### config.mk
export PLATFORM = sky130hd
export DESIGN_NAME = tpu_mac_seq
export DESIGN_NICKNAME = d
export VERILOG_FILES = /design/src/rtl/tpu_mac_seq.sv
export SDC_FILE = /design/constraint.sdc
export NUM_CORES = 1
export LEC_CHECK = 0
export ABC_AREA = 1
export CAP_MARGIN = 20
export CORE_MARGIN = 2
export CORE_UTILIZATION = 50
export DETAILED_ROUTE_END_ITERATION = 8
export GPL_TIMING_DRIVEN = 0
export HOLD_SLACK_MARGIN = 0.03
export PLACE_DENSITY = 0.86
export SYNTH_ARGS = -nofsm -noshare
export SYNTH_HDL_FRONTEND = slang
export SYNTH_SLANG_ARGS = --single-unit
export TNS_END_PERCENT = 50
### constraint.sdc
create_clock -name clk -period 12.2 [get_ports clk]
set_clock_uncertainty 0.15 [all_clocks]
set_input_delay 2.44 -clock clk [delete_from_list [all_inputs] [get_ports clk]]
set_output_delay 2.44 -clock clk [all_outputs]
set_load 0.005 [all_outputs]
### src/rtl/tpu_mac_seq.sv
// Dot-product sequencer: issues one MAC request at a time and feeds each result back as the addend.
// Optional build macro MAC_SEQ_SKIP_ZERO_EN skips operand pairs containing a zero without a MAC request.
module tpu_mac_seq #(
    parameter int LEN_W       = 8,
    parameter int TIMEOUT_CYC = 64
) (
    input  logic             clk,
    input  logic             rst,
    input  logic             start_i,
    input  logic [LEN_W-1:0] len_i,
    input  logic [2:0]       data_type_i,
    input  logic [31:0]      bias_i,
    input  logic             abort_i,
    input  logic             op_valid_i,
    output logic             op_ready_o,
    input  logic [15:0]      op_a_i,
    input  logic [15:0]      op_b_i,
    output logic             mac_enable_o,
    output logic [2:0]       mac_data_type_o,
    output logic [15:0]      mac_a_o,
    output logic [15:0]      mac_b_o,
    output logic [31:0]      mac_c_o,
    output logic             mac_valid_in_o,
    input  logic [31:0]      mac_result_i,
    input  logic             mac_valid_out_i,
    input  logic             mac_ready_i,
    output logic             busy_o,
    output logic             done_o,
    output logic [31:0]      acc_out_o,
    output logic             err_o
);

    localparam int TMR_W = (TIMEOUT_CYC > 1) ? $clog2(TIMEOUT_CYC) : 1;
    localparam logic [TMR_W-1:0] TMR_LAST = TMR_W'(TIMEOUT_CYC - 1);

    typedef enum logic [1:0] {
        IDLE,
        ISSUE,
        WAIT,
        DONE
    } state_t;

    state_t             state_q, state_d;
    logic [LEN_W-1:0]   len_q, len_d;
    logic [LEN_W-1:0]   count_q, count_d;
    logic [LEN_W-1:0]   countInc;
    logic [31:0]        acc_q, acc_d;
    logic [TMR_W-1:0]   timer_q, timer_d;
    logic               timedOut_q, timedOut_d;
    logic               macEnable_q;
    logic [2:0]         dataType_q, dataType_d;
    logic [15:0]        macA_q, macA_d;
    logic [15:0]        macB_q, macB_d;
    logic [31:0]        macC_q, macC_d;
    logic               macValidIn_q, macValidIn_d;
    logic               busy_q, busy_d;
    logic               done_q, done_d;
    logic [31:0]        accOut_q, accOut_d;
    logic               err_q, err_d;
    logic               skipPair;

    assign countInc = count_q + LEN_W'(1);

    always_comb begin
`ifdef MAC_SEQ_SKIP_ZERO_EN
        skipPair = (op_a_i == 16'd0) || (op_b_i == 16'd0);
`else
        skipPair = 1'b0;
`endif
    end

    // Timeout is remembered separately so err only becomes visible together with done.
    always_comb begin
        state_d      = state_q;
        len_d        = len_q;
        count_d      = count_q;
        acc_d        = acc_q;
        timer_d      = timer_q;
        timedOut_d   = timedOut_q;
        dataType_d   = dataType_q;
        macA_d       = macA_q;
        macB_d       = macB_q;
        macC_d       = macC_q;
        macValidIn_d = 1'b0;
        busy_d       = busy_q;
        done_d       = 1'b0;
        accOut_d     = accOut_q;
        err_d        = err_q;

        case (state_q)
            IDLE: begin
                if (start_i) begin
                    len_d      = len_i;
                    dataType_d = data_type_i;
                    acc_d      = bias_i;
                    count_d    = '0;
                    timedOut_d = 1'b0;
                    err_d      = 1'b0;
                    busy_d     = 1'b1;
                    state_d    = (len_i == '0) ? DONE : ISSUE;
                end
            end
            ISSUE: begin
                if (op_valid_i && mac_ready_i) begin
                    if (skipPair) begin
                        count_d = countInc;
                        if (countInc == len_q) begin
                            state_d = DONE;
                        end
                    end else begin
                        macA_d       = op_a_i;
                        macB_d       = op_b_i;
                        macC_d       = acc_q;
                        macValidIn_d = 1'b1;
                        timer_d      = '0;
                        state_d      = WAIT;
                    end
                end
            end
            WAIT: begin
                if (mac_valid_out_i) begin
                    acc_d   = mac_result_i;
                    count_d = countInc;
                    state_d = (countInc == len_q) ? DONE : ISSUE;
                end else if (timer_q == TMR_LAST) begin
                    timedOut_d = 1'b1;
                    state_d    = DONE;
                end else begin
                    timer_d = timer_q + TMR_W'(1);
                end
            end
            DONE: begin
                accOut_d = acc_q;
                err_d    = timedOut_q;
                done_d   = 1'b1;
                busy_d   = 1'b0;
                state_d  = IDLE;
            end
            default: state_d = IDLE;
        endcase

        if (abort_i && (state_q != IDLE)) begin
            state_d      = IDLE;
            busy_d       = 1'b0;
            done_d       = 1'b0;
            macValidIn_d = 1'b0;
            macA_d       = macA_q;
            macB_d       = macB_q;
            macC_d       = macC_q;
            accOut_d     = accOut_q;
            err_d        = err_q;
        end
    end

    always_ff @(posedge clk or posedge rst) begin
        if (rst) begin
            state_q      <= IDLE;
            len_q        <= '0;
            count_q      <= '0;
            acc_q        <= '0;
            timer_q      <= '0;
            timedOut_q   <= 1'b0;
            macEnable_q  <= 1'b0;
            dataType_q   <= '0;
            macA_q       <= '0;
            macB_q       <= '0;
            macC_q       <= '0;
            macValidIn_q <= 1'b0;
            busy_q       <= 1'b0;
            done_q       <= 1'b0;
            accOut_q     <= '0;
            err_q        <= 1'b0;
        end else begin
            state_q      <= state_d;
            len_q        <= len_d;
            count_q      <= count_d;
            acc_q        <= acc_d;
            timer_q      <= timer_d;
            timedOut_q   <= timedOut_d;
            macEnable_q  <= 1'b1;
            dataType_q   <= dataType_d;
            macA_q       <= macA_d;
            macB_q       <= macB_d;
            macC_q       <= macC_d;
            macValidIn_q <= macValidIn_d;
            busy_q       <= busy_d;
            done_q       <= done_d;
            accOut_q     <= accOut_d;
            err_q        <= err_d;
        end
    end

    assign op_ready_o      = (state_q == ISSUE) && mac_ready_i;
    assign mac_enable_o    = macEnable_q;
    assign mac_data_type_o = dataType_q;
    assign mac_a_o         = macA_q;
    assign mac_b_o         = macB_q;
    assign mac_c_o         = macC_q;
    assign mac_valid_in_o  = macValidIn_q;
    assign busy_o          = busy_q;
    assign done_o          = done_q;
    assign acc_out_o       = accOut_q;
    assign err_o           = err_q;

endmodule

==> results.py, run 1 <==
metrics = {
    "status": {
        "status": "completed",
    },
    "placement": {
        "placed_area_um2": 9200,
        "place.gp.congestion": 0.833,
        "portBuffers": 218,
        "dp_cells": 1177,
        "dp_hpwl_um": 13800,
        "place_ws_ns": 6.11,
    },
    "critical_path": {
        "startpoint": "mac_ready_i",
        "cp_common_cell": "clkdlybuf4s50_1",
        "start_kind": "primary input",
        "required_ns": 9.61,
        "endpoint_kind": "output pin",
        "crit_fanout": 2,
        "crit_path_cell_trace": "clkdlybuf4s50_1, nand2_1, inv_1, clkdlybuf4s50_1",
        "crit_end": "op_ready_o",
        "path_class": "in2out",
        "reg2reg_slack_ns": 9.76,
        "crit_slowest_cell": "clkdlybuf4s50_1",
        "rr_endpoint": "acc_out_o[12]$_DFFE_PP0P_",
        "timing.rr.start": "state_q[0]$_DFFE_PP0P_",
        "reg2regPathDepth": 8,
        "cp.arrival_ns": 3.51,
        "slowest_delay_ns": 0.49,
    },
    "final_layout": {
        "antennaDiodeCount": 0,
        "n_fill_cell": 978,
        "fin_nets": 1140,
        "area_growth_syn_to_layout_pct": 44.0,
        "fin_cells": 1209,
        "fin_area_um2": 9750,
        "layout-drive-gt1-share": 0.0552,
        "final_util": 0.736,
    },
    "floorplanning": {
        "io_pins": 219,
        "die-area_um2": 14500,
        "core_um2": 13200,
        "rows": 42,
        "start_util": 0.511,
        "die_h_um": 120,
        "fp.dieW_um": 120,
    },
    "min_path": {
        "hp-class": "reg2reg",
        "min_from": "mac_a_o[11]$_DFFE_PP0P_",
    },
    "detailed_routing": {
        "wl_per_cell_um": 16.2,
        "ant_nets": 0,
        "first_pass_iters": 6,
        "viasPerCell": 5.24,
        "drtIter0Drc": 678,
        "drc_errors": 0,
        "wl_um": 19500,
        "vias": 6338,
    },
    "sta": {
        "min_period_ns": 6.10,
        "fmax_mhz": 164,
        "period_share": 0.500,
        "drv_slew": 0,
        "worstMarginPinSlew_ns": 0.698,
        "setup_viol": 0,
        "timing.final.ws_setup_ns": 6.10,
        "rsz0062_at_grt": "false",
        "setup_tns_ns": 0,
        "hold_viol_final": 0,
        "max_slew_margin": 0.535,
    },
    "cts": {
        "cts_buffer_depth": 2,
        "numCtsBuffers": 17,
        "clock_latency_ns": 0.42,
        "cts.sinks": 161,
        "ctsHoldBuffers": 0,
        "path_clk_slew_ns": 0.06,
        "root_buffer": "clkbuf_16",
        "cts_tree": "done",
        "postCtsSetupBuffers": 0,
        "cts-resized-gates": 0,
        "htreeDepth": 4,
    },
    "synthesis": {
        "yosysTopAreaCell": "dfrtp_1",
        "synth_area_um2": 6770,
        "yosysWarnings": 0,
        "synth_area_leaders": "dfrtp_1 (60%), nand2_1 (16%), o21ai_0 (5.0%)",
        "syn_inst": 782,
        "syn-num-nets": 902,
        "ys_seq_area_frac": 0.595,
        "synth_flop_cell": "dfrtp_1",
        "avgSynthCellArea_um2": 8.66,
        "synth_seq_cells": 161,
        "ys_types": 29,
        "synth_top_area_share": 0.595,
        "synth_edf_count": 0,
        "async_flop_share": 1.00,
        "synth_most_common_cell": "nand2_1",
        "synthTopCellsByCount": "nand2_1 (280), dfrtp_1 (161), inv_1 (76)",
    },
    "grt": {
        "groute.usage.overall": 0.279,
        "grt_pass1_wl_um": 31300,
        "grt_max_degree": 85,
        "grt_remaining_overflow": 0,
        "grt_pass1_vias": 6285,
        "antenna_found_initial": 0,
    },
    "pwr": {
        "p_leak_uw": 0.00462,
        "power.density_nw_per_um2": 245,
        "ir_worst_vdd_v": 0.000117,
    },
    "run": {
        "maxCapViolations": 0,
    },
}
==> logic make-up (layout without fill, tap and decap cells) <==
logic type	Yosys count	count (layout)	synth area share
and+or+nand+nor	361	361	0.212
DFF	161	161	0.595
other	1	1	0.000554
muxes	3	3	0.00499
adders and majority gates	6	6	0.0111
xor gates and xnor gates	1	1	0.00129
AOI/OAI and AO/OA	134	134	0.109
buffers and inverters	115	366	0.0660
==> per-stage QoR <==
stage	hold slack, ns	power, uW
after floorplan	0.315	1350
after global placement	0.302	1850
after detailed placement	0.307	1890
after CTS	0.322	2390
after global routing	0.343	2550
final	0.318	2390
==> sequential cells by signal, indices dropped and copies added, names as in the netlist, 2 cells and up <==
name,count
mac_data_type_o,3
state_q,2
acc_q,32
mac_a_o,16
len_q,8
timer_q,6
mac_b_o,16
count_q,8
acc_out_o,32
mac_c_o,32
==> cell type report <==
cell class                      count  area (um^2)  area share
Sequential cell                   161         4030       0.413
Multi-Input combinational cell    506         2290       0.235
Timing Repair Buffer              219         2210       0.227
Clock buffer                       23          488      0.0501
Inverter                           80          305      0.0313
Tap cell                          176          220      0.0226
Buffer                             35          146      0.0150
Clock inverter                      9         56.3     0.00578
==> power by group <==
part / leakage [uW] / total (uW) / internal [uW] / switching (uW)
combinational: 0.00238 / 993 / 490 / 503
sequential: 0.00198 / 904 / 772 / 132
clock: 0.000265 / 494 / 281 / 213
total: 0.00462 / 2390 / 1540 / 849
==> worst max-delay path: cells and delay by family <==
family	cells	cell delay, ns
buffers and inverters	3	1.01
AND/OR/NAND/NOR	1	0.06
==> routing by layer <==
metal / vias to the layer above / global-route usage / share of wire
met1: 3029 / 0.363 / 0.40
met3: 45 / 0.0675 / 0.074
met5: - / 0 / 0
met4: 0 / 0.122 / 0.035
met2: 297 / 0.449 / 0.49
li1: 2967 / - / -
==> cell usage in the layout (no fill, tap or decap), types with 8 or more instances in the layout <==
cell and n:
a21oi_1 9, o21ai_0 67, clkbuf_16 17, nor2_1 46
inv_1 75, buf_2 12, clkbuf_1 25, o21ai_1 12
a31oi_1 33, dfrtp_1 161, clkdlybuf4s50_1 218, nand3_1 23
nand2_1 280, o22ai_1 8
==> worst min-delay path by stage <==
stage / end / slack [ns] / depth (start not counted)
after floorplan: mac_a_o[0]$_DFFE_PP0P_ / 0.32 / 2
after global placement: mac_b_o[10]$_DFFE_PP0P_ / 0.30 / 2
after global routing: mac_b_o[6]$_DFFE_PP0P_ / 0.34 / 2
final: mac_a_o[11]$_DFFE_PP0P_ / 0.32 / 2
after CTS: mac_a_o[11]$_DFFE_PP0P_ / 0.32 / 2
after detailed placement: mac_a_o[11]$_DFFE_PP0P_ / 0.31 / 2
No activity file was read; power rests on OpenSTA's default activity.
==> inputs of run 2 (changes only) <==
--- a/config.mk
+++ b/config.mk
@@ -8,11 +8,11 @@
 export ABC_AREA = 1
 export CAP_MARGIN = 20
 export CORE_MARGIN = 2
-export CORE_UTILIZATION = 50
+export CORE_UTILIZATION = 42
 export DETAILED_ROUTE_END_ITERATION = 8
 export GPL_TIMING_DRIVEN = 0
 export HOLD_SLACK_MARGIN = 0.03
-export PLACE_DENSITY = 0.86
+export PLACE_DENSITY = 0.77
 export SYNTH_ARGS = -nofsm -noshare
 export SYNTH_HDL_FRONTEND = slang
 export SYNTH_SLANG_ARGS = --single-unit
==> constraint.sdc (replaced) <==
create_clock -name clk -period 4.9 [get_ports clk]
set_clock_uncertainty 0.15 [all_clocks]
set_input_delay 0.98 -clock clk [delete_from_list [all_inputs] [get_ports clk]]
set_output_delay 0.98 -clock clk [all_outputs]
set_load 0.005 [all_outputs]
==> run 2 against run 1 <==
Compared with the run above:
- power grew to 2.6 times the previous value
- largest cell class unchanged
- clock-buffer cell count did not move
- final area increased by 1.9%
- utilization is 11 points lower
- highest routed layer unchanged
- worst setup slack got worse by 4.4 ns
- register-to-register slack worse by 7.3 ns
- critical path depth stayed put
- clock power increased to 2.9 times the previous value
- critical path type unchanged
- sequential power increased by 150%
- critical endpoint unchanged
==> results.py, run 2 (synthesized netlist as in run 1, its figures left out) <==
metrics = {
    "grt": {
        "grt_max_degree": 43,
        "groute.usage.overall": 0.233,
        "grt_pass1_wl_um": 30600,
        "grt_pass1_vias": 5961,
        "grt_remaining_overflow": 0,
        "antenna_found_initial": 0,
    },
    "cts": {
        "ctsHoldBuffers": 0,
        "cts_buffer_depth": 2,
        "cts_tree": "done",
        "postCtsSetupBuffers": 0,
        "root_buffer": "clkbuf_16",
        "clock_latency_ns": 0.43,
        "htreeDepth": 4,
        "cts-resized-gates": 0,
        "path_clk_slew_ns": 0.06,
        "numCtsBuffers": 17,
        "cts.sinks": 161,
    },
    "critical_path": {
        "path_delay_family": "buffers and inverters",
        "crit_slowest_cell": "clkdlybuf4s50_1",
        "crit_path_cell_trace": "clkdlybuf4s50_1, nand2_1, inv_1, clkdlybuf4s50_1",
        "path_class": "in2out",
        "path_buf_inv": 3,
        "reg2regPathDepth": 6,
        "cp_common_cell": "clkdlybuf4s50_1",
        "timing.rr.start": "state_q[0]$_DFFE_PP0P_",
        "endpoint_kind": "output pin",
        "startpoint": "mac_ready_i",
        "crit_fanout": 2,
        "cp.arrival_ns": 2.06,
        "critical_path_cell_count": 4,
        "start_kind": "primary input",
        "reg2reg_slack_ns": 2.48,
        "slowest_delay_ns": 0.49,
        "rr_endpoint": "acc_q[7]$_DFFE_PP0P_",
        "required_ns": 3.77,
    },
    "placement": {
        "portBuffers": 218,
        "dp_hpwl_um": 14200,
        "place.gp.congestion": 0.792,
    },
    "floorplanning": {
        "core_um2": 15800,
        "rows": 46,
        "die_h_um": 131,
        "die-area_um2": 17100,
        "start_util": 0.428,
        "io_pins": 219,
        "fp.dieW_um": 131,
    },
    "sta": {
        "period_share": 0.650,
        "drv_slew": 0,
        "setup_viol": 0,
        "hold_slack_ns": 0.317,
        "setup_tns_ns": 0,
        "min_period_ns": 3.19,
        "worstMarginPinSlew_ns": 0.585,
        "max_slew_margin": 0.610,
        "rsz0062_at_grt": "false",
        "fmax_mhz": 314,
        "hold_viol_final": 0,
    },
    "detailed_routing": {
        "viasPerCell": 4.89,
        "wl_per_cell_um": 15.6,
        "drtIter0Drc": 368,
        "vias": 6120,
        "ant_nets": 0,
        "first_pass_iters": 7,
        "wl_um": 19600,
        "drc_errors": 0,
    },
    "min_path": {
        "whs_endpoint": "mac_a_o[15]$_DFFE_PP0P_",
        "holdPathStages": 2,
        "min_from": "mac_a_o[15]$_DFFE_PP0P_",
        "hp-class": "reg2reg",
    },
    "final_layout": {
        "layout_common_cells": "nand2_1 (280), clkdlybuf4s50_1 (218), dfrtp_1 (161)",
        "final_common_cell": "nand2_1",
        "fin_nets": 1143,
        "area_growth_syn_to_layout_pct": 46.8,
        "layout-drive-gt1-share": 0.0569,
        "antennaDiodeCount": 0,
    },
    "pwr": {
        "p_leak_uw": 0.00468,
        "ir_worst_vdd_v": 0.000304,
        "power.density_nw_per_um2": 619,
    },
    "status": {
        "status": "completed",
    },
    "run": {
        "maxCapViolations": 0,
    },
}
## run 2: area by class of cell
| type | instances | area [um^2] |
|---|---|---|
| multi-input combinational | 506 | 2290 |
| tap | 216 | 270 |
| sequential | 161 | 4030 |
| timing repair buffer | 222 | 2260 |
| inverter | 80 | 304 |
| clock buffer | 23 | 478 |
| fill | 1302 | 5890 |
| clock inverter | 9 | 154 |
| buffer | 35 | 146 |
## run 2: through the flow
step	instance area (um^2)	power [uW]	setup slack, ns	instances	util
2_1_floorplan	6770	3360	1.73	782	-
3_3_place_gp	9230	4640	0.322	1216	0.583
3_5_place_dp	9310	4740	1.70	1220	0.588
4_1_cts	9940	6190	1.70	1252	0.628
5_1_grt	9940	6570	1.64	1252	0.628
6_report	9940	6150	1.71	1252	0.628
## run 2: worst reg2reg max path, stage by stage, from the launching register on
cell and delay (ns):
dfrtp_1 0.42, inv_1 0.10, ha_1 0.28, clkbuf_1 0.47, clkbuf_1 0.48, nand2_1 0.15
a31oi_1 0.28
## run 2: routing by layer
metal / up-vias / track usage / routed length (um)
met1: 2928 / 0.305 / 8420
li1: 2973 / - / -
met2: 184 / 0.389 / 9750
met5: - / 0 / 0
met4: 0 / 0.0820 / 427
met3: 35 / 0.0432 / 983
## run 2: power breakdown
group          switching [uW]  internal, uW  total [uW]  leakage (uW)
Sequential                325          1920        2250       0.00198
Combinational            1260          1220        2480       0.00240
Clock                     527           893        1420      0.000303
Total                    2110          4040        6150       0.00468
## run 2: how the worst max path moves through the flow
stage                                      to  slack [ns]
2_1_floorplan        acc_out_o[0]$_DFFE_PP0P_        1.73
3_3_place_gp   mac_data_type_o[0]$_DFFE_PP0P_        0.32
3_5_place_dp                       op_ready_o        1.70
4_1_cts                            op_ready_o        1.70
5_1_grt                            op_ready_o        1.64
6_report                           op_ready_o        1.71
